$ cat src/rtl/bus_terminal_fifo.sv
// bus_terminal_fifo: per-terminal TX/RX FIFO pair between a device agent and
// one port of the bus generator/arbiter. Both FIFOs are first-word-fall-through
// circular buffers. Status flags are registered, and the RX side filters by
// destination ID.
//
// Handshakes: a transfer happens on a rising edge where the producer's
// request is high and the consumer can take it.
//   TX to bus:     pndng acts as valid and pop as ready. pop is ignored while pndng=0.
//   Bus to RX:     push is a one-cycle strobe. It is stored when the ID matches and there is room.
//   RX to agent:   rx_valid acts as valid and rx_ready as ready. rx_ready is ignored while rx_valid=0.
//   Agent to TX:   wr_en is a one-cycle strobe. It is dropped and counted when the FIFO is full with no same-cycle pop.
module bus_terminal_fifo #(
    parameter int          pckg_sz   = 32,
    parameter int          depth     = 8,
    parameter logic [7:0]  id        = 8'd0,
    parameter logic [7:0]  broadcast = 8'hFF
) (
    input  logic               clk,
    input  logic               reset,
    input  logic               wr_en,
    input  logic [pckg_sz-1:0] wr_data,
    output logic               full,
    output logic               pndng,
    output logic [pckg_sz-1:0] D_pop,
    input  logic               pop,
    input  logic               push,
    input  logic [pckg_sz-1:0] D_push,
    output logic               rx_valid,
    output logic [pckg_sz-1:0] rx_data,
    input  logic               rx_ready,
    output logic [15:0]        tx_ovf_cnt,
    output logic [15:0]        rx_drop_cnt
);

    localparam int              PW       = (depth > 1) ? $clog2(depth) : 1;
    localparam int              CW       = $clog2(depth + 1);
    localparam logic [PW-1:0]   LAST_PTR = PW'(depth - 1);
    localparam logic [CW-1:0]   FULL_CNT = CW'(depth);

    // Pointer advance with wrap from depth-1 to 0 (depth need not be 2^n)
    function automatic logic [PW-1:0] inc_ptr(input logic [PW-1:0] p);
        return (p == LAST_PTR) ? '0 : p + 1'b1;
    endfunction

    // ---------------- TX side ----------------
    logic [pckg_sz-1:0] r_tx_mem [depth];
    logic [PW-1:0]      r_tx_wr_ptr, r_tx_rd_ptr;
    logic [CW-1:0]      r_tx_cnt;
    logic               r_tx_full, r_tx_pndng;
    logic [15:0]        r_tx_ovf;

    logic               w_tx_pop, w_tx_wr, w_tx_ovf;
    logic [CW-1:0]      w_tx_cnt_nxt;

    // TX accept/overflow decisions; a same-cycle pop frees the slot for a write
    always_comb begin
        w_tx_pop     = pop & r_tx_pndng;
        w_tx_wr      = wr_en & (~r_tx_full | w_tx_pop);
        w_tx_ovf     = wr_en & ~w_tx_wr;
        w_tx_cnt_nxt = r_tx_cnt + CW'(w_tx_wr) - CW'(w_tx_pop);
    end

    // TX storage write; contents are not reset, the pointers make them invisible
    always_ff @(posedge clk) begin
        if (!reset && w_tx_wr)
            r_tx_mem[r_tx_wr_ptr] <= wr_data;
    end

    // TX pointers, occupancy, registered flags and saturating overflow count
    always_ff @(posedge clk) begin
        if (reset) begin
            r_tx_wr_ptr <= '0;
            r_tx_rd_ptr <= '0;
            r_tx_cnt    <= '0;
            r_tx_full   <= 1'b0;
            r_tx_pndng  <= 1'b0;
            r_tx_ovf    <= '0;
        end else begin
            if (w_tx_wr)  r_tx_wr_ptr <= inc_ptr(r_tx_wr_ptr);
            if (w_tx_pop) r_tx_rd_ptr <= inc_ptr(r_tx_rd_ptr);
            r_tx_cnt   <= w_tx_cnt_nxt;
            r_tx_full  <= (w_tx_cnt_nxt == FULL_CNT);
            r_tx_pndng <= (w_tx_cnt_nxt != '0);
            if (w_tx_ovf && r_tx_ovf != 16'hFFFF)
                r_tx_ovf <= r_tx_ovf + 16'd1;
        end
    end

    // ---------------- RX side ----------------
    logic [pckg_sz-1:0] r_rx_mem [depth];
    logic [PW-1:0]      r_rx_wr_ptr, r_rx_rd_ptr;
    logic [CW-1:0]      r_rx_cnt;
    logic               r_rx_full, r_rx_valid;
    logic [15:0]        r_rx_drop;

    logic [7:0]         w_dest;
    logic               w_match, w_rx_pop, w_rx_wr, w_rx_drop;
    logic [CW-1:0]      w_rx_cnt_nxt;

    // RX destination filter and accept/drop decisions
    always_comb begin
        w_dest       = D_push[pckg_sz-1 -: 8];
        w_match      = (w_dest == id) || (w_dest == broadcast);
        w_rx_pop     = rx_ready & r_rx_valid;
        w_rx_wr      = push & w_match & (~r_rx_full | w_rx_pop);
        w_rx_drop    = push & ~w_rx_wr;
        w_rx_cnt_nxt = r_rx_cnt + CW'(w_rx_wr) - CW'(w_rx_pop);
    end

    // RX storage write
    always_ff @(posedge clk) begin
        if (!reset && w_rx_wr)
            r_rx_mem[r_rx_wr_ptr] <= D_push;
    end

    // RX pointers, occupancy, registered valid and saturating drop count
    always_ff @(posedge clk) begin
        if (reset) begin
            r_rx_wr_ptr <= '0;
            r_rx_rd_ptr <= '0;
            r_rx_cnt    <= '0;
            r_rx_full   <= 1'b0;
            r_rx_valid  <= 1'b0;
            r_rx_drop   <= '0;
        end else begin
            if (w_rx_wr)  r_rx_wr_ptr <= inc_ptr(r_rx_wr_ptr);
            if (w_rx_pop) r_rx_rd_ptr <= inc_ptr(r_rx_rd_ptr);
            r_rx_cnt   <= w_rx_cnt_nxt;
            r_rx_full  <= (w_rx_cnt_nxt == FULL_CNT);
            r_rx_valid <= (w_rx_cnt_nxt != '0);
            if (w_rx_drop && r_rx_drop != 16'hFFFF)
                r_rx_drop <= r_rx_drop + 16'd1;
        end
    end

    // Heads fall through from storage, forced to zero while empty so reset
    // and empty states present a clean value
    assign D_pop       = r_tx_pndng ? r_tx_mem[r_tx_rd_ptr] : '0;
    assign rx_data     = r_rx_valid ? r_rx_mem[r_rx_rd_ptr] : '0;
    assign full        = r_tx_full;
    assign pndng       = r_tx_pndng;
    assign rx_valid    = r_rx_valid;
    assign tx_ovf_cnt  = r_tx_ovf;
    assign rx_drop_cnt = r_rx_drop;

endmodule

$ cat config.mk
export PLATFORM = sky130hd
export DESIGN_NAME = bus_terminal_fifo
export DESIGN_NICKNAME = d
export VERILOG_FILES = /design/src/rtl/bus_terminal_fifo.sv
export SDC_FILE = /design/constraint.sdc
export NUM_CORES = 1
export LEC_CHECK = 0
export ABC_AREA = 1
export ABC_CLOCK_PERIOD_IN_PS = 8700
export CELL_PAD_IN_SITES_DETAIL_PLACEMENT = 0
export CELL_PAD_IN_SITES_GLOBAL_PLACEMENT = 1
export CORE_UTILIZATION = 35
export DETAILED_ROUTE_END_ITERATION = 10
export HOLD_SLACK_MARGIN = 0.15
export PLACE_DENSITY = 0.6
export SKIP_LAST_GASP = 1
export SLEW_MARGIN = 20
export SYNTH_ARGS = -nofsm -noshare
export SYNTH_HDL_FRONTEND = slang
export SYNTH_SLANG_ARGS = --single-unit
export TNS_END_PERCENT = 20
$ cat constraint.sdc
create_clock -name clk -period 8.7 [get_ports clk]
set_clock_uncertainty 0.2 [all_clocks]
set_input_delay 1.305 -clock clk [delete_from_list [all_inputs] [get_ports clk]]
set_output_delay 1.305 -clock clk [all_outputs]
set_load 0.005 [all_outputs]
==> metrics <==
IO Pins 169; Port Buffer Count 168; CP top delay family buffers and inverters; Initial Util 35.4%; Worst EP arrival 4080 ps; Worst-path clk slew 60 ps; Syn Inst Count 1999; r2r startpoint rx_valid; Die W 260 um; Hold EP r_tx_wr_ptr[0]; fin crit period 5580 ps; PD cells 264 nW/um^2; die footprint 67600 um^2; Worst path max stage delay 980 ps; most frequent cells in the layout edfxtp_1 (512), nor2_1 (507), o21ai_0 (382); Leak Pwr 0.00928 uW; Clock Latency Late Sink 590 ps; status completed; fin. max-slew vios 0; CP Data Required Time 7190 ps; final hold vios 0; Rows 94; slew at the pin closest to its max-slew limit 1060 ps; PostCTS Resize Cnt 0; worst r2r dst rx_valid; DRC 0; slew margin rel. 29.5%; worst hold path class flip-flop to flip-flop; DRT iter0 DRCs 1082; vias per cell 4.98; final WL 58500 um; htree depth 3; # fillers 6089; hold slack 307 ps; grt ovf 0; clk buf depth 3; share of post-route cells with drive strength above 1 7.94%; Fin Setup TNS 0 ps; GRT Overall Usage 17.4%; max frequency 179 MHz; final setup margin 3120 ps; dpl ws 3680 ps; Critical Path, Cell by Cell clkinv_2 -> buf_4 -> o21ai_0 -> o21ai_0 -> o21ai_0 -> a31oi_1 -> clkdlybuf4s50_1; largest net degree at the start of global routing 98; wire per inst 19.1 um; Max Cap Viol 0; Hold Startpoint r_tx_wr_ptr[0]; first-pass GRT wire length 90000 um; vias 15300; postcts setup bufs 0; total core area 65900 um^2; hold path cells 2; Seq cells post-synth 574; Startpoint Class flip-flop; RSZ-0062 raised after global routing false; Post-Layout Cell Count 3068; DPL Wire Length 30000 um; Layout area overhead 19.9%; CTS tree yes; hold buffer count at cts 0; vias in the first global route 15100; GP Congestion 0.723; Root Driver clkbuf_16; TritonCTS Buffers 67; setup slack, reg-to-reg 5270 ps; CP Capture Type output port; synthesized area 23300 um^2; Synth cell types 40; Final Power 7380 uW; post-synthesis sequential area ratio 71.3%; CP Max Fanout 79; Final Cycle Share 64.1%; VDD IR-drop max 0.165 mV; Worst Path Buf+Inv 3; clock sink total 574; placed cells 2945; 1st-pass router iterations 5; Syn Area/Cell 11.7 um^2; r2r worst-path depth 11; Antenna Violating Nets Remaining 0; CP max-delay cell clkinv_2; commonest non-fill, non-tap cell in the layout edfxtp_1; Mapped Nets 2089; Final Net Count 2240; Syn. warnings 0; Crit path top cell by count o21ai_0; setup violators final 0; Die Y 260 um; initial antenna violation count 3; Setup CP Type flip-flop to output port
worst reg2reg max path, stage by stage, from the launching register on:
cell     delay, ps
dfxtp_1        300
buf_4          450
nand2_1        310
a21oi_2        250
nand2_2        250
ha_1           370
inv_1           40
ha_1           200
fa_1           410
xor2_1         180
nor3_1         230
o21ai_0        110
power breakdown:
part | total, uW | internal (uW) | switching [uW]
sequential | 3210 | 3090 | 120
combinational | 1550 | 642 | 910
clock | 2620 | 1520 | 1090
synthesized netlist by cell type:
cell type  instances  share of area [%]
nor2_1           515                8.3
edfxtp_1         512                 66
o21ai_0          382                8.2
nand2_1          119                1.9
a31oi_1           64                1.7
dfxtp_1           62                5.3
clkbuf_1          61               0.98
inv_1             51               0.82
buf_2             32               0.69
nand3_1           26               0.56
a21oi_1           25               0.54
o21ai_1           19               0.41
ha_1              18               0.97
nand4_1           14               0.38
nor3_1            14               0.30
xor2_1            14               0.53
a21oi_2           12               0.45
buf_1             12               0.19
buf_4              7               0.23
nand2_2            6               0.16
inv_2              3              0.048
nand3_2            3               0.13
nand3b_1           3              0.097
xnor2_1            3               0.11
a21o_1             2              0.064
and3_1             2              0.054
clkinv_1           2              0.032
fa_1               2               0.17
nor2_2             2              0.054
or2_2              2              0.054
and2_1             1              0.027
buf_6              1              0.048
buf_8              1              0.064
nand2_4            1              0.048
nand4_4            1              0.091
nor2_4             1              0.048
nor2_8             1              0.086
nor3_4             1              0.070
nor3b_1            1              0.032
nor4_1             1              0.027
worst max path at each step:
| stage | startpoint | to | slack [ps] | cells past startpoint |
|---|---|---|---|---|
| 6_report | flip-flop | rx_data[4] | 3120 | 7 |
| 4_1_cts | flip-flop | rx_data[4] | 3020 | 7 |
| 5_1_grt | flip-flop | rx_data[4] | 2680 | 7 |
| 3_5_place_dp | flip-flop | rx_data[4] | 3680 | 7 |
| 2_1_floorplan | push | r_rx_mem[5][0] | 3800 | 7 |
| 3_3_place_gp | flip-flop | rx_data[1] | 3680 | 7 |
state kept, by name, summed over array words and instances, names as in the netlist, named ones only:
name / cells
r_rx_cnt: 4
r_rx_full: 1
r_tx_cnt: 4
rx_valid: 1
rx_drop_cnt: 16
full: 1
r_tx_mem: 256
r_rx_mem: 256
pndng: 1
r_tx_rd_ptr: 3
tx_ovf_cnt: 16
r_rx_rd_ptr: 3
r_rx_wr_ptr: 3
r_tx_wr_ptr: 3
area by class of cell:
cell class | instances | area (um^2) | area share [%]
clock buffer | 84 | 1780 | 6.38
inverter | 56 | 213 | 0.762
antenna | 1 | 2.50 | 0.00896
sequential | 574 | 16600 | 59.5
multi-input combinational | 1255 | 6060 | 21.7
tap | 864 | 1080 | 3.87
clock inverter | 38 | 272 | 0.972
timing repair buffer | 196 | 1890 | 6.76
metrics by stage:
stage / area, um^2 / utilization [%]
after floorplan: 23300 / -
after global placement: 25900 / 39.3
after detailed placement: 25900 / 39.3
after CTS: 27900 / 42.4
after global routing: 27900 / 42.4
final: 27900 / 42.4
per-layer routing:
metal | vias to the layer above | track usage [%] | routed length (um) | share of wire, %
li1 | 7401 | - | - | -
met1 | 7472 | 23.9 | 26900 | 46
met2 | 311 | 28.1 | 27500 | 47
met3 | 81 | 3.65 | 2920 | 5.0
met4 | 4 | 4.43 | 1140 | 1.9
met5 | - | 0 | 26 | 0.044
cell families (layout without fill, tap and decap cells):
group                    count (synthesis)  in the layout  synth area share (%)
flip-flops                             574            574                  71.3
XOR/XNOR                                17             17                 0.639
adder cells (fa/ha/maj)                 20             20                  1.14
buffers and inverters                  170            374                  3.10
other                                    0              1                     0
AO/OA/AOI/OAI                          504            504                  11.4
AND/OR/NAND/NOR                        714            714                  12.4
Note: power is estimated with default switching activity, not from simulation.
